`config.mk`:
```
export PLATFORM = sky130hd
export DESIGN_NAME = gs_window_ctrl
export DESIGN_NICKNAME = d
export VERILOG_FILES = /design/src/rtl/gs_window_ctrl.sv
export SDC_FILE = /design/constraint.sdc
export NUM_CORES = 1
export LEC_CHECK = 0
export ABC_AREA = 1
export CAP_MARGIN = 10
export CORE_MARGIN = 1
export CORE_UTILIZATION = 55
export DETAILED_ROUTE_END_ITERATION = 8
export MAX_ROUTING_LAYER = met4
export PLACE_DENSITY = 0.8
export SKIP_CTS_REPAIR_TIMING = 1
export SYNTH_ARGS = -nofsm -noshare
export SYNTH_HDL_FRONTEND = slang
export SYNTH_SLANG_ARGS = --single-unit
```
`constraint.sdc`:
```
create_clock -name clk -period 3.5 [get_ports clk]
set_input_delay 0.7 -clock clk [delete_from_list [all_inputs] [get_ports clk]]
set_output_delay 0.7 -clock clk [all_outputs]
set_load 0.05 [all_outputs]
```
`src/rtl/gs_window_ctrl.sv`:
```
// ============================================================================
// Module  : gs_window_ctrl
// Brief   : Frame sequencer for a 3x3 line-buffer window filter.
//           Drives the shift-register clock enable, runs the end-of-frame flush
//           and tags the window-centre pixel.
// Revision: 1.0
// ============================================================================
`default_nettype none

module gs_window_ctrl #(
    parameter int IMG_W = 640,
    parameter int IMG_H = 480,
    parameter int CW    = 10,
    parameter int RW    = 9
) (
    input  logic          clk,
    input  logic          rst,
    input  logic          din_sop,
    input  logic          din_eop,
    input  logic          din_vld,
    input  logic [7:0]    din,
    output logic          din_rdy,
    output logic          win_en,
    output logic [7:0]    win_din,
    output logic          ctr_vld,
    output logic          ctr_sop,
    output logic          ctr_eop,
    output logic          ctr_border,
    output logic [CW-1:0] ctr_col,
    output logic [RW-1:0] ctr_row,
    output logic          busy,
    output logic [2:0]    err,
    input  logic          err_clr
);

    localparam int c_NPIX  = IMG_W * IMG_H;
    localparam int c_KLAST = c_NPIX + IMG_W;
    localparam int KW      = $clog2(c_KLAST + 1);

    localparam logic [KW-1:0] c_K_PIXLAST = KW'(c_NPIX - 1);
    localparam logic [KW-1:0] c_K_CTR0    = KW'(IMG_W + 1);
    localparam logic [KW-1:0] c_K_LAST    = KW'(c_KLAST);
    localparam logic [CW-1:0] c_COL_LAST  = CW'(IMG_W - 1);
    localparam logic [RW-1:0] c_ROW_LAST  = RW'(IMG_H - 1);

    typedef enum logic [1:0] {
        S_IDLE   = 2'd0,
        S_ACTIVE = 2'd1,
        S_FLUSH  = 2'd2
    } state_t;

    state_t        r_state;
    state_t        w_state_nxt;
    logic [KW-1:0] r_k;
    logic [CW-1:0] r_ncol;
    logic [RW-1:0] r_nrow;
    logic [2:0]    r_err;
    logic          r_win_en;
    logic [7:0]    r_win_din;
    logic          r_ctr_vld;
    logic          r_ctr_sop;
    logic          r_ctr_eop;
    logic          r_ctr_border;
    logic [CW-1:0] r_ctr_col;
    logic [RW-1:0] r_ctr_row;

    logic          w_accept;
    logic          w_issue;
    logic [KW-1:0] w_kcur;
    logic [KW-1:0] w_kiss;
    logic          w_cvld;
    logic          w_set_sop;
    logic          w_set_len;
    logic          w_set_ovf;

    // r_k holds the index the next win_en will carry; an accepted sop restarts at 0.
    assign w_accept = din_vld & (((r_state == S_IDLE) & din_sop) | (r_state == S_ACTIVE));
    assign w_issue  = w_accept | (r_state == S_FLUSH);
    assign w_kcur   = din_sop ? '0 : r_k;
    assign w_kiss   = w_accept ? w_kcur : r_k;
    assign w_cvld   = w_issue & (w_kiss >= c_K_CTR0) & (w_kiss <= c_K_LAST);

    always_ff @(posedge clk) begin
        if (rst) begin
            r_state <= S_IDLE;
        end else begin
            r_state <= w_state_nxt;
        end
    end

    always_comb begin
        w_state_nxt = r_state;
        w_set_sop   = 1'b0;
        w_set_len   = 1'b0;
        w_set_ovf   = 1'b0;
        case (r_state)
            S_IDLE: begin
                if (w_accept) begin
                    w_state_nxt = din_eop ? S_IDLE : S_ACTIVE;
                    w_set_len   = din_eop;
                end
            end
            S_ACTIVE: begin
                if (w_accept) begin
                    w_set_sop = din_sop & (r_k != '0);
                    if (din_eop) begin
                        w_state_nxt = (w_kcur == c_K_PIXLAST) ? S_FLUSH : S_IDLE;
                        w_set_len   = (w_kcur != c_K_PIXLAST);
                    end else if (w_kcur == c_K_PIXLAST) begin
                        w_state_nxt = S_FLUSH;
                        w_set_len   = 1'b1;
                    end
                end
            end
            S_FLUSH: begin
                w_set_ovf = din_vld;
                if (r_k == c_K_LAST) begin
                    w_state_nxt = S_IDLE;
                end
            end
            default: w_state_nxt = S_IDLE;
        endcase
    end

    always_ff @(posedge clk) begin
        if (rst) begin
            r_k          <= '0;
            r_ncol       <= '0;
            r_nrow       <= '0;
            r_err        <= '0;
            r_win_en     <= 1'b0;
            r_win_din    <= '0;
            r_ctr_vld    <= 1'b0;
            r_ctr_sop    <= 1'b0;
            r_ctr_eop    <= 1'b0;
            r_ctr_border <= 1'b0;
            r_ctr_col    <= '0;
            r_ctr_row    <= '0;
        end else begin
            r_err     <= (err_clr ? 3'b000 : r_err) | {w_set_ovf, w_set_len, w_set_sop};
            r_win_en  <= w_issue;
            r_win_din <= w_accept ? din : 8'd0;
            if (w_issue) begin
                r_k <= w_kiss + KW'(1);
            end
            r_ctr_vld    <= w_cvld;
            r_ctr_sop    <= w_cvld & (r_ncol == '0) & (r_nrow == '0);
            r_ctr_eop    <= w_cvld & (r_ncol == c_COL_LAST) & (r_nrow == c_ROW_LAST);
            r_ctr_border <= w_cvld & ((r_ncol == '0) | (r_ncol == c_COL_LAST) |
                                      (r_nrow == '0) | (r_nrow == c_ROW_LAST));
            if (w_accept & din_sop) begin
                r_ncol <= '0;
                r_nrow <= '0;
            end else if (w_cvld) begin
                r_ctr_col <= r_ncol;
                r_ctr_row <= r_nrow;
                if (r_ncol == c_COL_LAST) begin
                    r_ncol <= '0;
                    r_nrow <= r_nrow + RW'(1);
                end else begin
                    r_ncol <= r_ncol + CW'(1);
                end
            end
        end
    end

    assign din_rdy    = (r_state != S_FLUSH);
    assign busy       = (r_state != S_IDLE);
    assign win_en     = r_win_en;
    assign win_din    = r_win_din;
    assign ctr_vld    = r_ctr_vld;
    assign ctr_sop    = r_ctr_sop;
    assign ctr_eop    = r_ctr_eop;
    assign ctr_border = r_ctr_border;
    assign ctr_col    = r_ctr_col;
    assign ctr_row    = r_ctr_row;
    assign err        = r_err;

endmodule

`default_nettype wire
```
## Yosys cells after proc, flatten, opt, wreduce, memory -nomap -nowiden

Cells that the tools add are included.

| storage, ports and cells | value |
|---|---|
| output and inout bits | 37 |
| input bits | 14 |
| flip-flop bits (word level) | 75 |

| cells by class | value |
|---|---|
| reduce and logical (&&, ||, !) cells | 10 |
| multiplexer cells | 20 |
| order comparisons | 2 |
| bitwise logic cells | 19 |
| eq/ne operators | 12 |
| $add $sub $neg | 3 |

Operators with widths:

| kind | count |
|---|---|
| 19-bit == test (second input constant) | 2 |
| 19-bit 2-to-1 mux | 2 |
| 19-bit by 1-bit adder with 19-bit output (second input constant) | 1 |
| 19-bit by 10-bit >= comparator with 1-bit output (second input constant) | 1 |
| 19-bit <= comparator (second input constant) | 1 |
| 19-bit inequality test (second input constant) | 1 |
| 19-bit nonzero test | 1 |
| 2-bit 2-to-1 mux | 6 |
| 1-bit AND | 11 |
| 10-bit by 1-bit adder with 10-bit output (second input constant) | 1 |
| 10-bit == test (second input constant) | 1 |
| 10-bit zero test | 1 |
| 10-bit 2-to-1 mux | 1 |
| 9-bit by 1-bit adder with 9-bit output (second input constant) | 1 |
| 9-bit == test (second input constant) | 1 |
| 9-bit zero test | 1 |
| 1-bit 2-to-1 mux | 8 |
| 2-bit inequality test (second input constant) | 3 |
| 2-bit one-hot mux with 3 select lines | 1 |
| 1-bit bitwise OR | 5 |
| 2-bit AND reduction | 2 |
| 4-bit AND reduction | 1 |
| 2-bit OR reduction | 2 |
| 3-bit 2-to-1 mux | 1 |
| other kinds (9) | 10 |

## Depth between registers and ports, before layout

Gate-level depths: netlist (run 1).

| depth | value |
|---|---|
| depth after elaboration | 10 |
| gate-level depth with buffers | 19 |

## Worst setup path after synthesis (run 1)

No wires, ideal clock.

| path | value |
|---|---|
| path kind | input to register |
| from | input din_vld |
| to | register r_nrow[5] |
| arrival | 2.510 ns |
| slack | 0.858 ns |
| required time | 3.368 ns |
| stages on the path | 18 |
| buffers on the path | 4 |
| library setup time | 0.132 ns |
| cell sequence | nand3_2 > buf_6 > buf_4 > buf_2 > nand2_1 > ha_1 > inv_1 > nor2_1 > nand2_1 > nor2_1 > nand2_1 > nand2_1 > nand2_1 > a21oi_4 > nand3_2 > buf_6 > nand2_1 > a21oi_1 |

| on the way | value |
|---|---|
| word-level cells in the longest chain between the ends | 6 |
| elaborated cells on any way between the ends | 10 |
| those cells by class | order compare: 2; mux: 1; bitwise: 5; reduce/logical: 2 |

RTL lines:

| item | RTL line | source |
|---|---|---|
| start: declaration | 20 | `input logic din_vld,` |
| 1-bit AND (*) | 77 | `assign w_accept = din_vld & (((r_state == S_IDLE) & din_sop) \| (r_state == S_ACTIVE));` |
| 19-bit 2-to-1 mux | 80 | `assign w_kiss = w_accept ? w_kcur : r_k;` |
| 19-bit by 10-bit >= comparator with 1-bit output | 81 | `assign w_cvld = w_issue & (w_kiss >= c_K_CTR0) & (w_kiss <= c_K_LAST);` |
| 1-bit AND (2 in series) | 81 |  |
| 2-bit AND reduction (no source line) | - |  |
| end signal: assignment | 159 | `r_nrow <= r_nrow + RW'(1);` |
| end: declaration | 56 | `logic [RW-1:0] r_nrow;` |

Every way passes the cells marked *; elsewhere a longest branch is shown, timed or not.
A chain may end at the register's enable or synchronous reset.

## Worst setup path in the final report (run 1)

| path | value |
|---|---|
| from | input din_sop |
| to | register r_ncol[0] |

| on the way | value |
|---|---|
| word-level cells in the longest chain between the ends | 7 |
| elaborated cells on any way between the ends | 12 |
| those cells by class | order compare: 2; mux: 2; bitwise: 7; reduce/logical: 1 |

RTL lines:

| item | RTL line | source |
|---|---|---|
| start: declaration | 18 | `input logic din_sop,` |
| 1-bit AND | 77 |  |
| 1-bit bitwise OR | 77 |  |
| 1-bit AND | 77 |  |
| 19-bit 2-to-1 mux | 80 |  |
| 19-bit by 10-bit >= comparator with 1-bit output | 81 |  |
| 1-bit AND (2 in series) | 81 |  |
| end signal: assignment | 161 | `r_ncol <= r_ncol + CW'(1);` |
| end: declaration | 55 | `logic [CW-1:0] r_ncol;` |

Several ways; a longest one is shown, not always the timed one.

==> metrics.md, run 1 <==
| Metric | Value |
|---|---|
| Outcome | finished, final reports clean |
| Clock sinks | 75 |
| Crit-path cells | clkdlybuf4s50_1 > inv_1 > nand2_1 > nand3_1 > nand2_1 > inv_1 > a21oi_4 > buf_4 > nand3_1 > a21oi_1 |
| Most common cell after layout, fill and taps aside | nand2_1 |
| Slew at the pin closest to its max-slew limit | 0.587 ns |
| H-tree depth | 3 |
| Portion of the clock cycle consumed by the worst path in the final layout | 0.797 |
| Wire length after detailed routing | 10.1 mm |
| Global-route wire length before repair | 16.6 mm |
| Final setup violation count | 0 |
| Maximum single-stage delay on the critical path | 0.49 ns |
| Synth Register Bits | 75 |
| Dominant register cell in the synthesized netlist | dfxtp_1 |
| R2r worst-path depth | 9 |
| # diodes | 0 |
| Highest ir drop seen on vdd | 0.199 mV |
| Launch instance of the worst min-delay path | ctr_col[0] |
| Maximum count of clock buffers along a single path | 2 |
| Number of max-slew violations in the final report | 0 |
| Maximum number of pins on one net before global-route repair | 38 |
| Clock period minus final worst setup slack | 2.79 ns |
| FFs w/ async S/R, synth | 0 |
| Global-route usage over all layers | 0.291 |
| Final Hold Fails | 0 |
| Nets in the synthesized netlist | 589 |
| Leakage Power | 1.78 nW |
| Area growth from synthesis to layout | 19.0% |
| Library cells used by synthesis | 32 |
| Total DRC errors in the routed layout | 0 |
| Worst clock skew on the final layout | 0.0107 ns |
| Initial DRC Count | 221 |
| # port buffers | 50 |
| Insertion delay to the later sink of the worst-skew pair | 0.35 ns |
| Horizontal extent of the die | 86.6 µm |
| Highest attainable clock frequency | 0.359 GHz |
| Required time worst endpoint | 3.78 ns |
| Share of the yosys chip area belonging to registers | 0.382 |
| Synth Area per Inst | 6.94 µm² |
| Crit path arrival time | 3.07 ns |
| Cell row count | 30 |
| CTS clock-pin slew for the worst setup and hold paths | 0.08 ns |
| DR pass1 iterations | 4 |
| Highest-count cells in the layout ignoring fill and taps | nand2_1 (115), dfxtp_1 (75), nand3_1 (61), inv_1 (60), nor2_1 (58) |
| Final HPWL DP | 7.03 mm |
| Detailed-route wire length per cell | 14.3 µm |
| FF-to-FF End | r_ncol[0] |
| Setup slack, reg-to-reg | 1.14 ns |
| Vias in the first global route | 3605 |
| Chip Height | 86.6 µm |
| Count of placed standard cells in the final layout, fillers left out | 710 |
| Hold worst-path end | ctr_col[0] |
| Die area | 7490 µm² |
| Routability-driven placement congestion ratio | 1.01 |
| Type of element capturing the critical path | register |
| TritonCTS clock tree | yes |
| Nets@finish | 632 |
| Count of flip-flops with a built-in enable after synthesis | 0 |
| PD cells | 367 nW/µm² |
| Netlist area before placement | 3930 µm² |
| Antenna-violating nets left | 0 |
| Number of max-capacitance violations reported | 0 |
| Setup repair after global routing missed its margin | no |
| Category of the worst setup path launch point | input port |
| Antenna violations before repair | 0 |
| Count of warnings emitted by yosys | 0 |
| Fraction of final layout cells sized beyond drive strength 1 | 0.0603 |
| Rel. slew slack | 0.605 |
| Library cell contributing the largest single delay on the critical path | clkdlybuf4s50_1 |
| Startpoint of the lowest-slack register-to-register path | r_state[1] |
| Core Footprint | 6830 µm² |
| GRT Residual Overflow | 0 |
| Via/cell ratio | 5.58 |
| Total via count in the routed design | 3964 |
| Setup total negative slack | 0 ns |
| Clock root buffer | clkbuf_8 |
| Placed cell count | 695 |
| Type of the setup path with the least slack | input port to register |
| Min-Delay Path Class | register to register |
| Worst hold slack after final layout | 0.449 ns |
| Cell count after synthesis | 567 |
| Initial standard-cell utilization of the core | 0.576 |
| I/O pin total | 51 |
| Min-Delay Path Depth | 2 |
| CP Max Fanout | 18 |
| Number of buffers added by the clock tree synthesis step | 9 |
state kept, by name, indices dropped and copies added (netlist names):
name	flops
ctr_eop	1
win_en	1
ctr_row	9
r_k	19
r_ncol	10
r_state	2
r_nrow	9
err	3
ctr_col	10
ctr_border	1
ctr_sop	1
ctr_vld	1
win_din	8
cell type report:
cell class	count	area (µm²)
well taps	96	120
repair buffers	62	603
clock buffers	11	151
fillers	619	2150
clock inverters	4	48.8
multi-input cells	401	2030
inverters	61	229
flip-flops and latches	75	1500
cells in the mapped netlist, types with 2 or more instances:
master / number / share of area
nor2_1: 58 / 0.055
xor2_1: 14 / 0.031
buf_4: 2 / 0.0038
ha_1: 8 / 0.025
clkbuf_1: 13 / 0.012
buf_2: 9 / 0.011
nor3b_1: 2 / 0.0038
o21ai_0: 13 / 0.017
nand3_2: 3 / 0.0076
buf_6: 6 / 0.017
nand3b_1: 2 / 0.0038
dfxtp_1: 75 / 0.38
nor3_1: 17 / 0.022
a21oi_1: 53 / 0.067
nand3_1: 61 / 0.078
inv_1: 60 / 0.057
nor4_1: 10 / 0.016
nand4_1: 26 / 0.041
nand2_2: 3 / 0.0048
nand2_1: 115 / 0.11
xnor2_1: 6 / 0.013
where the power goes:
group | leakage [nW] | internal [mW] | switching [mW]
Sequential | 0.606 | 0.863 | 0.00826
Clock | 0.106 | 0.365 | 0.326
Combinational | 1.07 | 0.0504 | 0.103
stage by stage:
step / total power [mW] / setup slack (ns) / area [µm²] / utilization
floorplan: 0.990 / 0.858 / 3930 / -
global placement: 1.04 / 0.420 / 4480 / 0.656
detailed placement: 1.04 / 0.367 / 4480 / 0.656
CTS: 1.72 / 0.740 / 4680 / 0.685
global route: 1.77 / 0.513 / 4680 / 0.685
finish: 1.72 / 0.711 / 4680 / 0.685
worst max-delay path by stage:
stage | from | endpoint | slack, ns | depth (start not counted)
6_report | din_sop | r_ncol[0] | 0.71 | 10
5_1_grt | din_sop | ctr_col[0] | 0.51 | 11
4_1_cts | din_sop | ctr_col[0] | 0.74 | 11
3_5_place_dp | din_sop | ctr_col[0] | 0.37 | 11
3_3_place_gp | din_sop | ctr_col[0] | 0.42 | 11
2_1_floorplan | din_vld | r_nrow[5] | 0.86 | 18
kinds of logic after synthesis:
kind of cell,share of synthesized area
fa+ha+maj,0.0255
simple gates,0.346
xor+xnor,0.0445
compound gates,0.0986
flops,0.382
buf+inv,0.103
per-layer routing:
| metal | vias to the layer above | global-route usage | share of wire |
|---|---|---|---|
| met3 | 17 | 0.0438 | 0.092 |
| met2 | 178 | 0.454 | 0.46 |
| li1 | 1954 | - | - |
| met1 | 1815 | 0.381 | 0.43 |
| met5 | - | - | 0 |
| met4 | 0 | 0.114 | 0.015 |
worst max-delay path: cells and delay by family:
kind	cells	cell delay, ns
simple gates	4	0.76
buf+inv	4	1.18
compound gates	2	0.42
No activity file was read; power rests on OpenSTA's default activity.
==> inputs of run 2 (changes only) <==
Settings changed: CORE_UTILIZATION 55 to 50, PLACE_DENSITY 0.8 to 0.76.
Clock period 3.5 ns to 2.5 ns, I/O delays scaled along.
==> metrics.md, run 2 (synthesized netlist as in run 1, its figures left out) <==
| Metric | Value |
|---|---|
| Chip Height | 90.7 µm (was 86.6 µm) |
| Fraction of final layout cells sized beyond drive strength 1 | 0.131 (was 0.0603) |
| Maximum single-stage delay on the critical path | 0.52 ns (was 0.49 ns) |
| Number of max-slew violations in the final report | 0 (unchanged) |
| Wire length after detailed routing | 10.4 mm (was 10.1 mm) |
| Highest ir drop seen on vdd | 0.322 mV (was 0.199 mV) |
| Maximum number of pins on one net before global-route repair | 38 (unchanged) |
| Rel. slew slack | 0.655 (was 0.605) |
| Initial standard-cell utilization of the core | 0.531 (was 0.576) |
| Setup repair after global routing missed its margin | no (unchanged) |
| Final HPWL DP | 7.49 mm (was 7.03 mm) |
| Critical Path Most Common Cell | buf_4 |
| Final critical-path setup slack | 0.137 ns (was 0.711 ns) |
| Number of max-capacitance violations reported | 0 (unchanged) |
| Switch share | 0.265 (was 0.255) |
| Type of element capturing the critical path | register (unchanged) |
| Part of the total power dissipated in combinational logic | 0.097 (was 0.089) |
| Cell row count | 31 (was 30) |
| Die area | 8220 µm² (was 7490 µm²) |
| Crit-path cells | clkdlybuf4s50_1 > nand3_2 > buf_4 > nand2_1 > nand4_1 > a21oi_1 > buf_4 > a21oi_4 > buf_4 > buf_8 > nand3_1 > a21oi_2 (was clkdlybuf4s50_1 > inv_1 > nand2_1 > nand3_1 > nand2_1 > inv_1 > a21oi_4 > buf_4 > nand3_1 > a21oi_1) |
| Launch instance of the worst min-delay path | ctr_col[0] (unchanged) |
| Buffers plus inverters on the worst setup path | 5 (was 4) |
| Antenna violations before repair | 0 (unchanged) |
| Core Footprint | 7410 µm² (was 6830 µm²) |
| Final Hold Fails | 0 (unchanged) |
| Routability-driven placement congestion ratio | 1.05 (was 1.01) |
| PD cells | 478 nW/µm² (was 367 nW/µm²) |
| GRT Residual Overflow | 0 (unchanged) |
| Net Switching | 648 µW (was 437 µW) |
| R2r worst-path depth | 13 (was 9) |
| Highest-count cells in the layout ignoring fill and taps | nand2_1 (113), dfxtp_1 (75), nand3_1 (61), inv_1 (60), nor2_1 (56) (was nand2_1 (115), dfxtp_1 (75), nand3_1 (61), inv_1 (60), nor2_1 (58)) |
| Setup slack, reg-to-reg | 0.38 ns (was 1.14 ns) |
| # port buffers | 50 (unchanged) |
| Outcome | finished, final reports clean (unchanged) |
| Crit path arrival time | 2.59 ns (was 3.07 ns) |
| Int Power | 1.80 mW (was 1.28 mW) |
| TritonCTS clock tree | yes (unchanged) |
| Clock period minus final worst setup slack | 2.36 ns |
| Vias in the first global route | 3804 (was 3605) |
| Min-Delay Path Depth | 2 (unchanged) |
| CP Max Fanout | 21 (was 18) |
| Maximum count of clock buffers along a single path | 2 (unchanged) |
| Worst clock skew on the final layout | 0.0111 ns (was 0.0107 ns) |
| Number of buffers added by the clock tree synthesis step | 9 (unchanged) |
| Clock root buffer | clkbuf_8 (unchanged) |
| Highest attainable clock frequency | 0.423 GHz |
| Insertion delay to the later sink of the worst-skew pair | 0.36 ns (was 0.35 ns) |
| Category of the worst setup path launch point | input port (unchanged) |
| Dominant delay contributor by cell family on the critical path | buffers and inverters (unchanged) |
| Clock group share of total power | 0.403 (about the same) |
| Library cell contributing the largest single delay on the critical path | clkdlybuf4s50_1 (unchanged) |
| Leakage Power | 2.01 nW (was 1.78 nW) |
| H-tree depth | 3 (unchanged) |
| Register share of total power | 0.500 (was 0.508) |
| Antenna-violating nets left | 0 (unchanged) |
| I/O pin total | 51 (unchanged) |
| Global-route usage over all layers | 0.264 (was 0.291) |
| Min-Delay Path Class | register to register (unchanged) |
| Via/cell ratio | 5.53 (was 5.58) |
| Final setup violation count | 0 (unchanged) |
| Hold worst-path end | ctr_col[0] (unchanged) |
| Final core utilization | 0.690 (was 0.685) |
| Initial DRC Count | 216 (was 221) |
| Worst slack at placement | -0.218 ns (was 0.367 ns) |
| Flip-flop count of the largest register, all copies and words added | 19 (unchanged) |
| # diodes | 0 (unchanged) |
| Detailed-route wire length per cell | 13.8 µm (was 14.3 µm) |
| Area growth from synthesis to layout | 30.0% (was 19.0%) |
| Type of the setup path with the least slack | input port to register (unchanged) |
| FF-to-FF End | r_k[12] (was r_ncol[0]) |
| Total via count in the routed design | 4174 (was 3964) |
| Nets@finish | 673 (was 632) |
| Startpoint of the lowest-slack register-to-register path | r_state[1] (unchanged) |
| Total DRC errors in the routed layout | 0 (unchanged) |
| DR pass1 iterations | 5 (was 4) |
| Horizontal extent of the die | 90.7 µm (was 86.6 µm) |
| Portion of the clock cycle consumed by the worst path in the final layout | 0.945 |
| Register bank with the most flops | r_k (unchanged) |
| Slew at the pin closest to its max-slew limit | 0.516 ns (was 0.587 ns) |
| Required time worst endpoint | 2.72 ns (was 3.78 ns) |
| CTS clock-pin slew for the worst setup and hold paths | 0.09 ns (was 0.08 ns) |
| Clock sinks | 75 (unchanged) |
| Most common cell after layout, fill and taps aside | nand2_1 (unchanged) |
| Global-route wire length before repair | 17.1 mm (was 16.6 mm) |
==> run 2: cell type report <==
cell class              count  area, µm²
clock buffers              10        138
clock inverters             6       72.6
fillers                   624       2300
inverters                  61        229
multi-input cells         401       2050
flip-flops and latches     75       1500
well taps                  99        124
repair buffers            103        993
==> run 2: worst max-delay path by stage <==
stage	startpoint	endpoint	slack (ns)	cells after the start
floorplan	din_vld	r_nrow[5]	0.06	18
global placement	din_sop	r_k[12]	-0.17	13
detailed placement	din_vld	r_k[12]	-0.22	13
CTS	din_vld	r_k[12]	0.12	13
global route	din_sop	ctr_col[4]	0.01	17
finish	din_vld	ctr_row[4]	0.14	12
==> run 2: per-layer routing <==
layer | GRT usage | wire length, µm | vias to the layer above
met3 | 0.0488 | 847 | 28
met5 | - | 0 | -
li1 | - | - | 2034
met4 | 0.126 | 275 | 0
met2 | 0.408 | 4700 | 194
met1 | 0.330 | 4600 | 1918
==> run 2: power by group through the flow <==
stage / logic, mW / registers (mW) / clock network, mW
after floorplan: 0.116 / 1.27 / 0
final: 0.237 / 1.22 / 0.985
after global routing: 0.256 / 1.22 / 1.06
after detailed placement: 0.232 / 1.25 / 0
after CTS: 0.233 / 1.22 / 1.00
after global placement: 0.228 / 1.25 / 0
==> run 2: worst reg2reg max path, delay by kind of cell (launching register included) <==
kind                     cells  cell delay, ns
flip-flops                   1            0.34
buffers and inverters        2            0.15
AND/OR/NAND/NOR             10            1.39
adder cells (fa/ha/maj)      1            0.18
==> run 2: through the flow <==
step	hold slack (ns)	instance area [µm²]	std cells	TNS [ns]	power, mW
CTS	0.464	5020	751	0	2.45
finish	0.456	5110	755	0	2.44
floorplan	0.467	3930	567	0	1.39
global placement	0.436	4810	735	-3.38	1.48
detailed placement	0.450	4810	735	-5.93	1.48
global route	0.487	5110	755	0	2.54
==> inputs of run 3 (changes only) <==
Settings changed: CORE_MARGIN 1 to not set.
==> results of run 3 <==
Same layout as run 2: the final DEF is identical, and so are final timing and power.
==> RTL edit 1, RTL diff (flow settings as in run 1) <==
Encoding of `state_t`: now one-hot (3 bits for 3 states).
--- a/src/rtl/gs_window_ctrl.sv
+++ b/src/rtl/gs_window_ctrl.sv
@@ -45,6 +45,6 @@
 
-    typedef enum logic [1:0] {
-        S_IDLE   = 2'd0,
-        S_ACTIVE = 2'd1,
-        S_FLUSH  = 2'd2
+    typedef enum logic [2:0] {
+        S_IDLE   = 3'b001,
+        S_ACTIVE = 3'b010,
+        S_FLUSH  = 3'b100
     } state_t;
Behaviour: no difference found for any inputs over 10 cycles, from zero or initial values and one cycle with rst high; not proved beyond that.
==> RTL edit 1 against run 1 <==
Routed wire length shrank 6.1%; die area rose by 1.1%; design area rose by 1.1%; non-clock buffer count decreased by 5; maximum frequency shrank 2.1%; setup slack worse by 0.060 ns; sequential cell count is 1 higher; global-route usage decreased by 1.2 points; synthesized area increased by 1.1%; via count decreased by 0.66%; hold slack improved by 0.016 ns.
Power is not compared: it rests on default switching activity, and its combinational part moved more than twofold at a synthesized area within 25%.
==> RTL edit 1: results (changes against run 1) <==
| Metric | Value |
|---|---|
| Initial DRC Count | 286 (+29%) |
| Drt pass-1 iters | 5 (+1) |
| Worst slew pin tran | 0.6181 ns (+0.03157 ns) |
| Status | completed |
| RR Startpoint | r_state[0] |
| Critical Path Fanout Max | 21 (+3) |
| FF-to-FF End | r_ncol[1] |
| Worst Skew | 0.01403 ns (+0.003330 ns) |
| Sequential area share after synthesis | 38.26% (+0.083 points) |
| Metal3 WL | 681 µm (-27%) |
| Number of global-route vias before repair | 3578 (-0.75%) |
| Hold EP | ctr_col[6] |
| Share of cells above drive strength 1 | 5.873% (-0.15 points) |
| Total track usage | 27.96% (-1.2 points) |
| Final #Nets | 649 (+2.7%) |
| Drt via density | 5.424 (-2.8%) |
| Global placement routability congestion | 0.9865 (-2.3%) |
| Signal buffers | 57 (-8.1%) |
| NonClk Buf Share | 11.95% (-0.93 points) |
| Yosys cell types | 39 (+22%) |
| Metal-1 WL | 4275 µm (-2.8%) |
| # clock sinks | 76 (+1.3%) |
| Worst r2r path cells | 15 (+6) |
| CP delay by family, top | simple AND/OR/NAND/NOR gates |
| First-pass GRT wire length | 16140 µm (-3.1%) |
| Filler Cells Inserted | 615 (-0.65%) |
| Net Count, Synth | 603 (+2.4%) |
| Met2 WL post-DR | 4388 µm (-5.6%) |
| Fraction of area in multi-input gates | 43.24% (-0.046 points) |
[RTL edit 1: cell count changes after synthesis, sizes merged, moves of 3 or more]
cell	change
buf	-6
nand3	-31
xor2	+3
nor2	+9
nand2	+26
inv	+13
nand4	-3
xnor2	-4
nor3	-4
[RTL edit 1: per-stage QoR]
stage / cell area, µm² / utilization (%) / hold WS [ns] / setup slack (ns) / std cells
after detailed placement: 4543 / 65.78 / 0.4570 / 0.3041 / 711
after CTS: 4731 / 68.50 / 0.4699 / 0.6643 / 726
after global placement: 4543 / 65.78 / 0.4535 / 0.3944 / 711
after global routing: 4731 / 68.50 / 0.4782 / 0.3801 / 726
after floorplan: 3976 / - / 0.4645 / 1.047 / 580
final: 4731 / 68.50 / 0.4651 / 0.6513 / 726
[RTL edit 1: kinds of logic (layout without fill, tap and decap cells)]
logic type	Yosys count	count (layout)	share of synthesized area (%)
flops	76	76	38.26
simple gates	296	296	33.20
buf+inv	98	148	10.29
xor+xnor	19	19	4.185
fa+ha+maj	9	9	2.832
compound gates	82	82	11.23
[RTL edit 1: power by group]
part | internal, W | total (W) | leakage, nW | switching [W]
Combinational | 0.000150 | 0.000473 | 1.21 | 0.000322
Clock | 0.000325 | 0.000657 | 0.0915 | 0.000331
Sequential | 0.000898 | 0.000920 | 0.613 | 0.0000218
[RTL edit 1: worst max path at each step]
stage | slack [ns] | to | cells after the start
after floorplan | 1.05 | r_k[12] | 14
after global placement | 0.39 | r_ncol[1] | 14
after detailed placement | 0.30 | r_nrow[1] | 14
after CTS | 0.66 | r_nrow[1] | 14
after global routing | 0.38 | r_ncol[1] | 15
final | 0.65 | r_ncol[1] | 15
==> RTL edit 2, RTL diff (config.mk and constraints of run 1) <==
Made on the original files. Set the parameter `CW` to 20 (it was 10).
--- a/src/rtl/gs_window_ctrl.sv
+++ b/src/rtl/gs_window_ctrl.sv
@@ -12,3 +12,3 @@
     parameter int IMG_H = 480,
-    parameter int CW    = 10,
+    parameter int CW    = 20,
     parameter int RW    = 9
Ports: changed (resized ctr_col); port bits go from 51 to 61. The function was not compared with the original's and may differ.
==> RTL edit 2 against run 1 <==
Non-clock buffer count up 7; maximum frequency down 6.1%; synthesized area up 29%; sequential share of layout area about the same; routed wire length up 30%; design area up 27%; via count up 28%; register-to-register slack worse by 0.12 ns; critical path depth up 2; power up 15%; the run now ends with DRC left; sequential cell count up 20; first-iteration DRC count up 22%; setup slack worse by 0.18 ns.
==> RTL edit 2: results (changes against run 1) <==
| Metric | Value |
|---|---|
| Residual DRC | 6 (+6) |
| Drt via density | 5.504 (-1.4%) |
| Critical Path Fanout Max | 50 (+32) |
| I/O Buffers | 60 (+20%) |
| Post-synth top cells | 150 x nand2_1, 141 x nor2_1, 95 x dfxtp_1 |
| Share of cells above drive strength 1 | 5.037% (-0.99 points) |
| Maximum vdd drop | 188.4 µV (-5.5%) |
| Yosys cell types | 34 (+6.3%) |
| Sequential area share after synthesis | 37.50% (-0.68 points) |
| Global placement routability congestion | 0.9703 (-3.9%) |
| HPWL Detailed | 9482 µm (+35%) |
| FF-to-FF End | ctr_col[3] |
| Total track usage | 29.29% (+0.16 points) |
| Worst slew pin tran | 0.5807 ns (-0.005805 ns) |
| Drt pass-1 iters | 7 (+3) |
| Failing checks | DRC |
| Area contributors post-synth | dfxtp_1 38%, nand2_1 11%, nor2_1 10% |
| Reg2reg setup slack | 1.02 ns (-0.12 ns) |
| Clk Latency, worst-skew pair | 0.37 ns (+0.02 ns) |
| Post-synth EDFFs | 0 (unchanged) |
| First-pass GRT wire length | 22250 µm (+34%) |
| Initial DRC Count | 269 (+22%) |
| Average wire per standard cell | 14.32 µm (+0.36%) |
| HP Start | err[2] |
| CP arrival | 3.26 ns (+0.19 ns) |
| Status | complete, but fails checks |
| Final #Nets | 831 (+31%) |
| Root Buffer | clkbuf_8 |
| Net Count, Synth | 785 (+33%) |
| Hold Path Class | reg -> reg |
| Number of global-route vias before repair | 4787 (+33%) |
| Worst Skew | 0.01458 ns (+0.003877 ns) |
| Leak pwr | 2.433 nW (+37%) |
| Worst r2r path cells | 14 (+5) |
| Filler Cells Inserted | 793 (+28%) |
| Pin count of the biggest net entering global routing | 51 (+34%) |
| Hold EP | err[2] |
| Final wirelength | 13200 µm (+30%) |
| Placed cell count | 906 (+30%) |
==> RTL edit 2: cell types whose count changed after synthesis, moves of 5 or more <==
cell and change:
a21oi_1 -12, clkbuf_1 +6, dfxtp_1 +20, inv_1 +24, nand2_1 +35, nand3_1 -8, nand4_1 +5, nor2_1 +83
nor3_1 +5, o21ai_0 +16, o21ai_1 +10, xor2_1 +12
==> RTL edit 2: worst max path at each step <==
stage	startpoint	end	slack, ns	cells after the start
global route	din_vld	ctr_col[3]	0.19	13
detailed placement	din_vld	ctr_col[3]	0.14	13
finish	din_vld	r_ncol[3]	0.53	12
global placement	din_vld	ctr_col[13]	0.21	13
CTS	din_vld	ctr_col[3]	0.54	13
floorplan	din_vld	r_nrow[1]	0.92	16
==> RTL edit 2: logic make-up (layout without fill, tap and decap cells) <==
family,after synthesis,after routing,share of synthesized area [%]
buf+inv,123,174,10.07
fa+ha+maj,8,8,1.974
simple gates,424,424,37.03
flops,95,95,37.50
compound gates,85,85,8.586
xor+xnor,28,28,4.836
==> RTL edit 2: where the power goes <==
part           leakage [nW]  internal, W  switching [W]
Clock                 0.102     0.000295       0.000436
Combinational          1.56    0.0000495      0.0000922
Sequential            0.766      0.00109     0.00000461
==> RTL edit 2: area by class of cell <==
type / count / area share (%)
inverters: 89 / 5.640
clock buffers: 10 / 2.324
well taps: 108 / 2.281
multi-input cells: 545 / 44.89
flip-flops and latches: 95 / 32.11
clock inverters: 6 / 1.056
repair buffers: 69 / 11.70
==> RTL edit 2: metrics by stage <==
step / worst slack (ns) / hold WS, ns / instance area (µm²) / util, %
after floorplan: 0.9179 / 0.4640 / 5071 / -
after global placement: 0.2102 / 0.4531 / 5723 / 64.99
after detailed placement: 0.1407 / 0.4738 / 5723 / 64.99
after CTS: 0.5397 / 0.4903 / 5923 / 67.26
after global routing: 0.1891 / 0.5025 / 5923 / 67.26
final: 0.5296 / 0.4841 / 5923 / 67.26
==> RTL edit 2: routing by layer <==
layer  share of wire [%]  track usage [%]  vias to the layer above
met5                   0                -                        -
met4                 1.7            8.974                        0
met3                 6.1            4.796                       26
met2                  48            48.21                      164
met1                  44            36.80                     2348
li1                    -                -                     2537
==> RTL edit 2: worst max-delay path, cell delays in order <==
cell and delay (ns):
clkdlybuf4s50_1 0.59, nand3_4 0.21, buf_12 0.22, nand2_1 0.12
nand3_1 0.13, nor2_1 0.21, nand2_1 0.08, nor2_1 0.20
nor2_4 0.12, nand2_4 0.38, nand2_1 0.09, a21oi_1 0.18
